`src/rtl/led_matrix_scan.sv`:
```
// led_matrix_scan
//   Row-scanning driver for a ROWS x COLS LED matrix sitting between the
//   reaction-game FSM and the board pins. The game state code selects the
//   pattern and the RGB indicator colour:
//     000 host-loaded scrolling banner (RGB 111)
//     001 concentric-ring "wait" animation (RGB rotates 100->001->010)
//     010 sad face (RGB 100)
//     011 centred 4x4 "react now" square (RGB 010)
//     111 smile (RGB 001)
//     other codes blank the matrix and the indicator.
//
// Ports
//   clk, rst_n   system clock, asynchronous active-low reset
//   state        game state code
//   ban_we       banner row write strobe (ban_row >= ROWS is ignored)
//   ban_row      banner row index
//   ban_data     banner row contents, MSB is the leftmost visible column
//   RGB          {R,Y,G} indicator, active-high, registered
//   row          one-hot row select, active-high, registered
//   col          column data for the selected row, bit COLS-1 leftmost
//   frame_done   one-cycle pulse when row wraps from ROWS-1 back to 0
//
// Optional feature (compile-time macro BLINK_EN)
//   When defined, the sad face blinks: col is forced to 0 during alternate
//   periods of 16*ANIM_DIV clocks, starting visible on entry to 010.
//   When undefined the sad face is steady and no blink logic exists.

module led_matrix_scan #(
  parameter int unsigned ROWS       = 8,
  parameter int unsigned COLS       = 8,
  parameter int unsigned SCAN_DIV   = 1,
  parameter int unsigned ANIM_DIV   = 32,
  parameter int unsigned SCROLL_DIV = 768,
  parameter int unsigned TEXT_W     = 12
) (
  input  logic                    clk,
  input  logic                    rst_n,
  input  logic [2:0]              state,
  input  logic                    ban_we,
  input  logic [$clog2(ROWS)-1:0] ban_row,
  input  logic [TEXT_W-1:0]       ban_data,
  output logic [2:0]              RGB,
  output logic [ROWS-1:0]         row,
  output logic [COLS-1:0]         col,
  output logic                    frame_done
);

  localparam int unsigned RW    = $clog2(ROWS);
  localparam int unsigned MINRC = (ROWS < COLS) ? ROWS : COLS;
  localparam int unsigned K     = MINRC / 2;
  localparam int unsigned KW    = (K > 1) ? $clog2(K) : 1;
  localparam int unsigned SCW   = (SCAN_DIV > 1) ? $clog2(SCAN_DIV) : 1;
  localparam int unsigned AW    = (ANIM_DIV > 1) ? $clog2(ANIM_DIV) : 1;
  localparam int unsigned SRW   = (SCROLL_DIV > 1) ? $clog2(SCROLL_DIV) : 1;
  localparam int unsigned ROFF  = (ROWS - 8) / 2;
  localparam int unsigned COFF  = (COLS - 8) / 2;
  localparam int unsigned FSH   = COLS - 8 - COFF;
  localparam int unsigned SQ_R0 = ROWS / 2 - 2;
  localparam int unsigned SQ_C0 = COLS / 2 - 2;

  typedef enum logic [2:0] {
    ST_BANNER = 3'b000,
    ST_RINGS  = 3'b001,
    ST_SAD    = 3'b010,
    ST_SQUARE = 3'b011,
    ST_SMILE  = 3'b111
  } code_t;

  logic [RW-1:0]     idx;
  logic [SCW-1:0]    scan_cnt;
  logic [AW-1:0]     anim_cnt;
  logic [SRW-1:0]    scroll_cnt;
  logic [KW-1:0]     ring;
  logic [2:0]        rotor;
  logic [2:0]        prev_state;
  logic [TEXT_W-1:0] banner [ROWS];

  logic              scan_step;
  logic              anim_step;
  logic              scroll_step;
  logic              rings_entry;
  logic [KW-1:0]     ring_eff;
  logic [2:0]        rotor_eff;
  logic [COLS-1:0]   col_next;
  logic [2:0]        rgb_next;

  function automatic logic [7:0] face_glyph(input logic smile, input logic [2:0] i);
    logic [7:0] g;
    case (i)
      3'd0:    g = 8'h3C;
      3'd1:    g = 8'h42;
      3'd2:    g = 8'hA5;
      3'd3:    g = 8'h81;
      3'd4:    g = smile ? 8'hA5 : 8'h99;
      3'd5:    g = smile ? 8'h99 : 8'hA5;
      3'd6:    g = 8'h42;
      default: g = 8'h3C;
    endcase
    return g;
  endfunction

  assign scan_step   = (scan_cnt == SCW'(SCAN_DIV - 1));
  assign anim_step   = (anim_cnt == AW'(ANIM_DIV - 1));
  assign scroll_step = (scroll_cnt == SRW'(SCROLL_DIV - 1));

  // On the first cycle in 001 the ring/rotor registers still hold stale
  // values; substitute the restart values so the first frame is the outer
  // ring in red without waiting a clock.
  assign rings_entry = (state == ST_RINGS) && (prev_state != ST_RINGS);
  assign ring_eff    = rings_entry ? '0 : ring;
  assign rotor_eff   = rings_entry ? 3'b100 : rotor;

`ifdef BLINK_EN
  localparam int unsigned BLINK_DIV = 16 * ANIM_DIV;
  localparam int unsigned BW        = $clog2(BLINK_DIV);

  logic [BW-1:0] blink_cnt;
  logic          blink_off;
  logic          sad_entry;
  logic          blank_eff;

  assign sad_entry = (state == ST_SAD) && (prev_state != ST_SAD);
  assign blank_eff = sad_entry ? 1'b0 : blink_off;

  always_ff @(posedge clk or negedge rst_n) begin
    if (!rst_n) begin
      blink_cnt <= '0;
      blink_off <= 1'b0;
    end else if (sad_entry) begin
      blink_cnt <= '0;
      blink_off <= 1'b0;
    end else if (blink_cnt == BW'(BLINK_DIV - 1)) begin
      blink_cnt <= '0;
      blink_off <= ~blink_off;
    end else begin
      blink_cnt <= blink_cnt + 1'b1;
    end
  end
`endif

  // Pattern generation for the row currently addressed by idx.
  always_comb begin
    int unsigned r;
    int unsigned dr;
    int unsigned dc;
    int unsigned d;
    int unsigned fr;
    logic [COLS-1:0] glyph;
    col_next = '0;
    rgb_next = '0;
    glyph    = '0;
    dc       = 0;
    d        = 0;
    r        = 32'(idx);
    dr       = (r < ROWS - 1 - r) ? r : ROWS - 1 - r;
    // Rows above the face wrap to a huge value and fail the < 8 test.
    fr       = r - ROFF;
    case (state)
      ST_BANNER: begin
        col_next = banner[idx][TEXT_W-1 -: COLS];
        rgb_next = 3'b111;
      end
      ST_RINGS: begin
        for (int unsigned c = 0; c < COLS; c++) begin
          dc = (c < COLS - 1 - c) ? c : COLS - 1 - c;
          d  = (dr < dc) ? dr : dc;
          col_next[c] = (d == 32'(ring_eff));
        end
        rgb_next = rotor_eff;
      end
      ST_SAD: begin
        if (fr < 8) glyph[7:0] = face_glyph(1'b0, fr[2:0]);
        col_next = glyph << FSH;
`ifdef BLINK_EN
        if (blank_eff) col_next = '0;
`endif
        rgb_next = 3'b100;
      end
      ST_SQUARE: begin
        if (r >= SQ_R0 && r <= SQ_R0 + 3) col_next[SQ_C0 +: 4] = '1;
        rgb_next = 3'b010;
      end
      ST_SMILE: begin
        if (fr < 8) glyph[7:0] = face_glyph(1'b1, fr[2:0]);
        col_next = glyph << FSH;
        rgb_next = 3'b001;
      end
      default: begin
        col_next = '0;
        rgb_next = '0;
      end
    endcase
  end

  // Scan index, outputs and frame marker.
  always_ff @(posedge clk or negedge rst_n) begin
    if (!rst_n) begin
      idx        <= '0;
      scan_cnt   <= '0;
      row        <= '0;
      col        <= '0;
      RGB        <= '0;
      frame_done <= 1'b0;
      prev_state <= '0;
    end else begin
      prev_state <= state;
      row        <= ROWS'(1) << idx;
      col        <= col_next;
      RGB        <= rgb_next;
      // row still shows the last row while idx has already wrapped to 0.
      frame_done <= row[ROWS-1] && (idx == '0);
      if (scan_step) begin
        scan_cnt <= '0;
        idx      <= (idx == RW'(ROWS - 1)) ? '0 : idx + 1'b1;
      end else begin
        scan_cnt <= scan_cnt + 1'b1;
      end
    end
  end

  // Ring animation and RGB rotor.
  always_ff @(posedge clk or negedge rst_n) begin
    if (!rst_n) begin
      anim_cnt <= '0;
      ring     <= '0;
      rotor    <= 3'b100;
    end else if (rings_entry) begin
      anim_cnt <= '0;
      ring     <= '0;
      rotor    <= 3'b100;
    end else if (anim_step) begin
      anim_cnt <= '0;
      ring     <= (ring == KW'(K - 1)) ? '0 : ring + 1'b1;
      rotor    <= {rotor[1:0], rotor[2]};
    end else begin
      anim_cnt <= anim_cnt + 1'b1;
    end
  end

  // Banner store: all rows rotate left together; a host write to a row
  // takes priority over that row's rotation in the same cycle.
  always_ff @(posedge clk or negedge rst_n) begin
    if (!rst_n) begin
      scroll_cnt <= '0;
      for (int unsigned i = 0; i < ROWS; i++) banner[i] <= '0;
    end else begin
      scroll_cnt <= scroll_step ? '0 : scroll_cnt + 1'b1;
      for (int unsigned i = 0; i < ROWS; i++) begin
        if (ban_we && (32'(ban_row) == i))
          banner[i] <= ban_data;
        else if (scroll_step)
          banner[i] <= {banner[i][TEXT_W-2:0], banner[i][TEXT_W-1]};
      end
    end
  end

endmodule

```
`config.mk`:
```
export PLATFORM = sky130hd
export DESIGN_NAME = led_matrix_scan
export DESIGN_NICKNAME = d
export VERILOG_FILES = /design/src/rtl/led_matrix_scan.sv
export SDC_FILE = /design/constraint.sdc
export NUM_CORES = 1
export LEC_CHECK = 0
export BUFFER_PORTS_ARGS = -buffer_cell sky130_fd_sc_hd__buf_2
export CAP_MARGIN = 20
export CORE_MARGIN = 2
export CORE_UTILIZATION = 38
export DETAILED_ROUTE_END_ITERATION = 6
export GPL_ROUTABILITY_DRIVEN = 1
export PLACE_DENSITY = 0.61
export SLEW_MARGIN = 20
export SYNTH_ARGS = -nofsm -noshare
export SYNTH_HDL_FRONTEND = slang
export SYNTH_SLANG_ARGS = --single-unit
export TNS_END_PERCENT = 10
```
`constraint.sdc`:
```
create_clock -name clk -period 2.47 [get_ports clk]
set_clock_uncertainty 0.15 [all_clocks]
set_input_delay 0.247 -clock clk [delete_from_list [all_inputs] [get_ports clk]]
set_output_delay 0.247 -clock clk [all_outputs]
set_load 0.01 [all_outputs]
```
==> flow_summary_export.csv <==
group,metric,value,unit
timing,setup_total_negative_slack,0,ns
floorplanning,start_util,0.390,
place,hpwl,11.3,mm
clocking,max-clock-path-buffers,2,
clocking,cts_hold_buf,4,
clocking,cts-resized-gates,0,
clocking,clk-insertion-delay-late,0.42,ns
floorplanning,die_w,141,um
synthesis,yosysWarningCount,0,
setup_path,path_cells,"ha_1 > and4_1 > and4_2 > buf_12 > nand2_1 > a31oi_1",
setup_path,cp_slowest_stage_delay,0.49,ns
setup_path,setup.worst_path.class,"reg2reg",
place,preCtsSetupSlack,0.324,ns
timing,hold_viol_final,0,
worst_hold_path,holdPathStages,3,
finish,syn_to_final_growth,15.6,%
synthesis,synth_nets,812,
place,gp_congestion,0.792,
floorplanning,io_pins,41,
timing,fmax,0.461,GHz
floorplanning,dieArea,19700,um2
setup_path,endpoint_kind,"register",
setup_path,path_buf_inv,1,
synthesis,synth_edf_count,0,
worst_hold_path,worstHoldPathType,"in2reg",
setup_path,critPathLaunchType,"register",
detailed_routing,wl_per_cell,16.6,um
synthesis,synth_cells,780,
floorplanning,rows,49,
setup_path,worstPathMaxFanout,28,
synthesis,seq_area_frac_synth,0.502,
detailed_routing,finalWirelength,17.4,mm
clocking,cts.htree.levels,4,
flow_run,maxCapViolations,0,
setup_path,rr_worst_depth,6,
clocking,post-cts-setup-buffer-count,0,
setup_path,crit_path_top_delay_cell,"and4_2",
detailed_routing,antenna_left,0,
timing,fin_crit_sh,0.879,
clocking,clkTransAtPathRegs,0.06,ns
finish,drive_gt1_frac,0.140,
global_route,antenna_found_initial,3,
synthesis,async_flop_share,1.00,
detailed_routing,drt-pass1-iter-count,6,
setup_path,path_depth,6,
setup_path,worstPathArrival,2.35,ns
detailed_routing,met3RoutedLength,1.16,mm
timing,slew_headroom,0.558,
clocking,cts_root_buf,"clkbuf_16",
detailed_routing,m1WireLength,8.52,mm
detailed_routing,wl_met2,7.54,mm
clocking,cts_sinks,142,
power,p_leak,0.00373,uW
synthesis,synth.avg_cell_area,9.08,um2
detailed_routing,route.detailed.drc,0,
synthesis,ys_seq_elements,142,
timing,setup_ws,0.300,ns
place,port_buffers,40,
floorplanning,fp.dieH,141,um
detailed_routing,viasPerCell,5.41,
global_route,grt_pass1_vias,5357,
setup_path,crit_family,"simple AND/OR/NAND/NOR gates",
power,irDropWorstVdd,0.523,mV
synthesis,yosys_most_used_dff,"dfrtp_1",
clocking,cts_buffers,17,
global_route,overflow,0,
timing,timing.hold.ws,0.0162,ns
finish,finalCoreUtilization,0.451,
synthesis,synth_area,7080,um2
clocking,cts_tree,"built",
timing,min_period,2.17,ns
global_route,grt_first_pass_wirelength,29.3,mm
global_route,grt_use_total,0.188,
timing,tightest_slew,0.663,ns
detailed_routing,first_iter_violations,513,
timing,drv_slew,0,
detailed_routing,routed.top_layer,"met5",
power,cellPowerDensity,791,nW/um2
finish,multi_input_area,3170,um2
global_route,grt_max_degree,98,
finish,nets,835,
detailed_routing,vias,5657,
floorplanning,core-area,18100,um2
outcome,status,"finished clean",
synthesis,synth_cell_types,48,
timing,rsz0062_at_grt,"false",
finish,nFillCells,1725,
timing,setup_viol,0,
finish,layout.area.seq,3550,um2
setup_path,cp.required,2.65,ns
where the power goes:
| part | switching (uW) | total [uW] | leakage (uW) | internal [uW] |
|---|---|---|---|---|
| logic | 370 | 715 | 0.00181 | 344 |
| clock network | 996 | 2790 | 0.000315 | 1790 |
| registers | 285 | 2970 | 0.00160 | 2690 |
| total | 1650 | 6470 | 0.00373 | 4820 |
synth_stat cells (7+ instances only):
cell      instances  area, um2
a21oi_1           7       35.0
a31oi_1          97        607
buf_1            14       52.6
buf_2             9       45.0
buf_6            11        124
clkbuf_1         28        105
dfrtp_1         141       3530
ha_1             11        138
inv_1             9       33.8
mux2i_1          19        190
mux4_2           12        270
nand2_1         200        751
nand3_1          12       60.1
nor2_1          111        417
nor2b_1          13       81.3
nor3_1            9       45.0
o211ai_1          9       67.6
layer usage:
| layer | vias up | global-route usage |
|---|---|---|
| li1 | 2733 | - |
| met1 | 2723 | 0.286 |
| met2 | 184 | 0.269 |
| met3 | 13 | 0.0496 |
| met4 | 4 | 0.0389 |
| met5 | - | 0 |
cells in the final DEF (no fill, tap or decap), drive strengths merged, types with 10 or more instances in the layout:
cell and instances:
buf 62, inv 10, clkbuf 21, nor2 111
nand2 200, dfrtp 141, a31oi 97, mux4 12
nand3 12, nor2b 13, ha 11, mux2i 19
worst reg2reg max path: cells and delay by family, from the launching register on:
kind | cells | cell delay (ns)
AND/OR/NAND/NOR | 3 | 0.93
flip-flops | 1 | 0.38
buffers and inverters | 1 | 0.23
adder cells (fa/ha/maj) | 1 | 0.22
AO/OA/AOI/OAI | 1 | 0.18
cell type report:
class                   count  area share
diodes                      2    0.000611
clock buffers              21      0.0587
clock inverters            10      0.0196
inverters                  10     0.00459
multi-input cells         566       0.388
flip-flops and latches    142       0.434
well taps                 229      0.0350
repair buffers             66      0.0595
registers in the layout, indices dropped and copies added, names as in the netlist:
register	count
banner	96
scroll_cnt	10
col	8
row	8
anim_cnt	5
RGB	3
idx	3
prev_state	3
rotor	3
ring	2
frame_done	1
stage by stage:
step | std cells | power, uW | instance area, um2
after floorplan | 780 | 3420 | 7080
after global placement | 1009 | 3700 | 7500
after detailed placement | 1009 | 3720 | 7500
after CTS | 1044 | 6510 | 8180
after global routing | 1044 | 6770 | 8180
final | 1046 | 6470 | 8190
final timing paths:
path	end	slack [ns]	startpoint
max	banner[94]	0.30	scroll_cnt[0]
min	banner[95]	0.02	ban_data[11]
max reg2reg	banner[94]	0.30	scroll_cnt[0]
min reg2reg	scroll_cnt[6]	0.32	scroll_cnt[6]
max in group asynchronous	col[3]	1.18	rst_n
min in group asynchronous	anim_cnt[1]	0.25	rst_n
cells by family after synthesis:
| kind of cell | Yosys count | share of synthesized area |
|---|---|---|
| fa+ha+maj | 11 | 0.0194 |
| flops | 142 | 0.502 |
| xor+xnor | 11 | 0.0136 |
| buf+inv | 72 | 0.0514 |
| simple gates | 374 | 0.221 |
| mux | 31 | 0.0650 |
| compound gates | 139 | 0.128 |
Power figures use the tool's default switching activity.
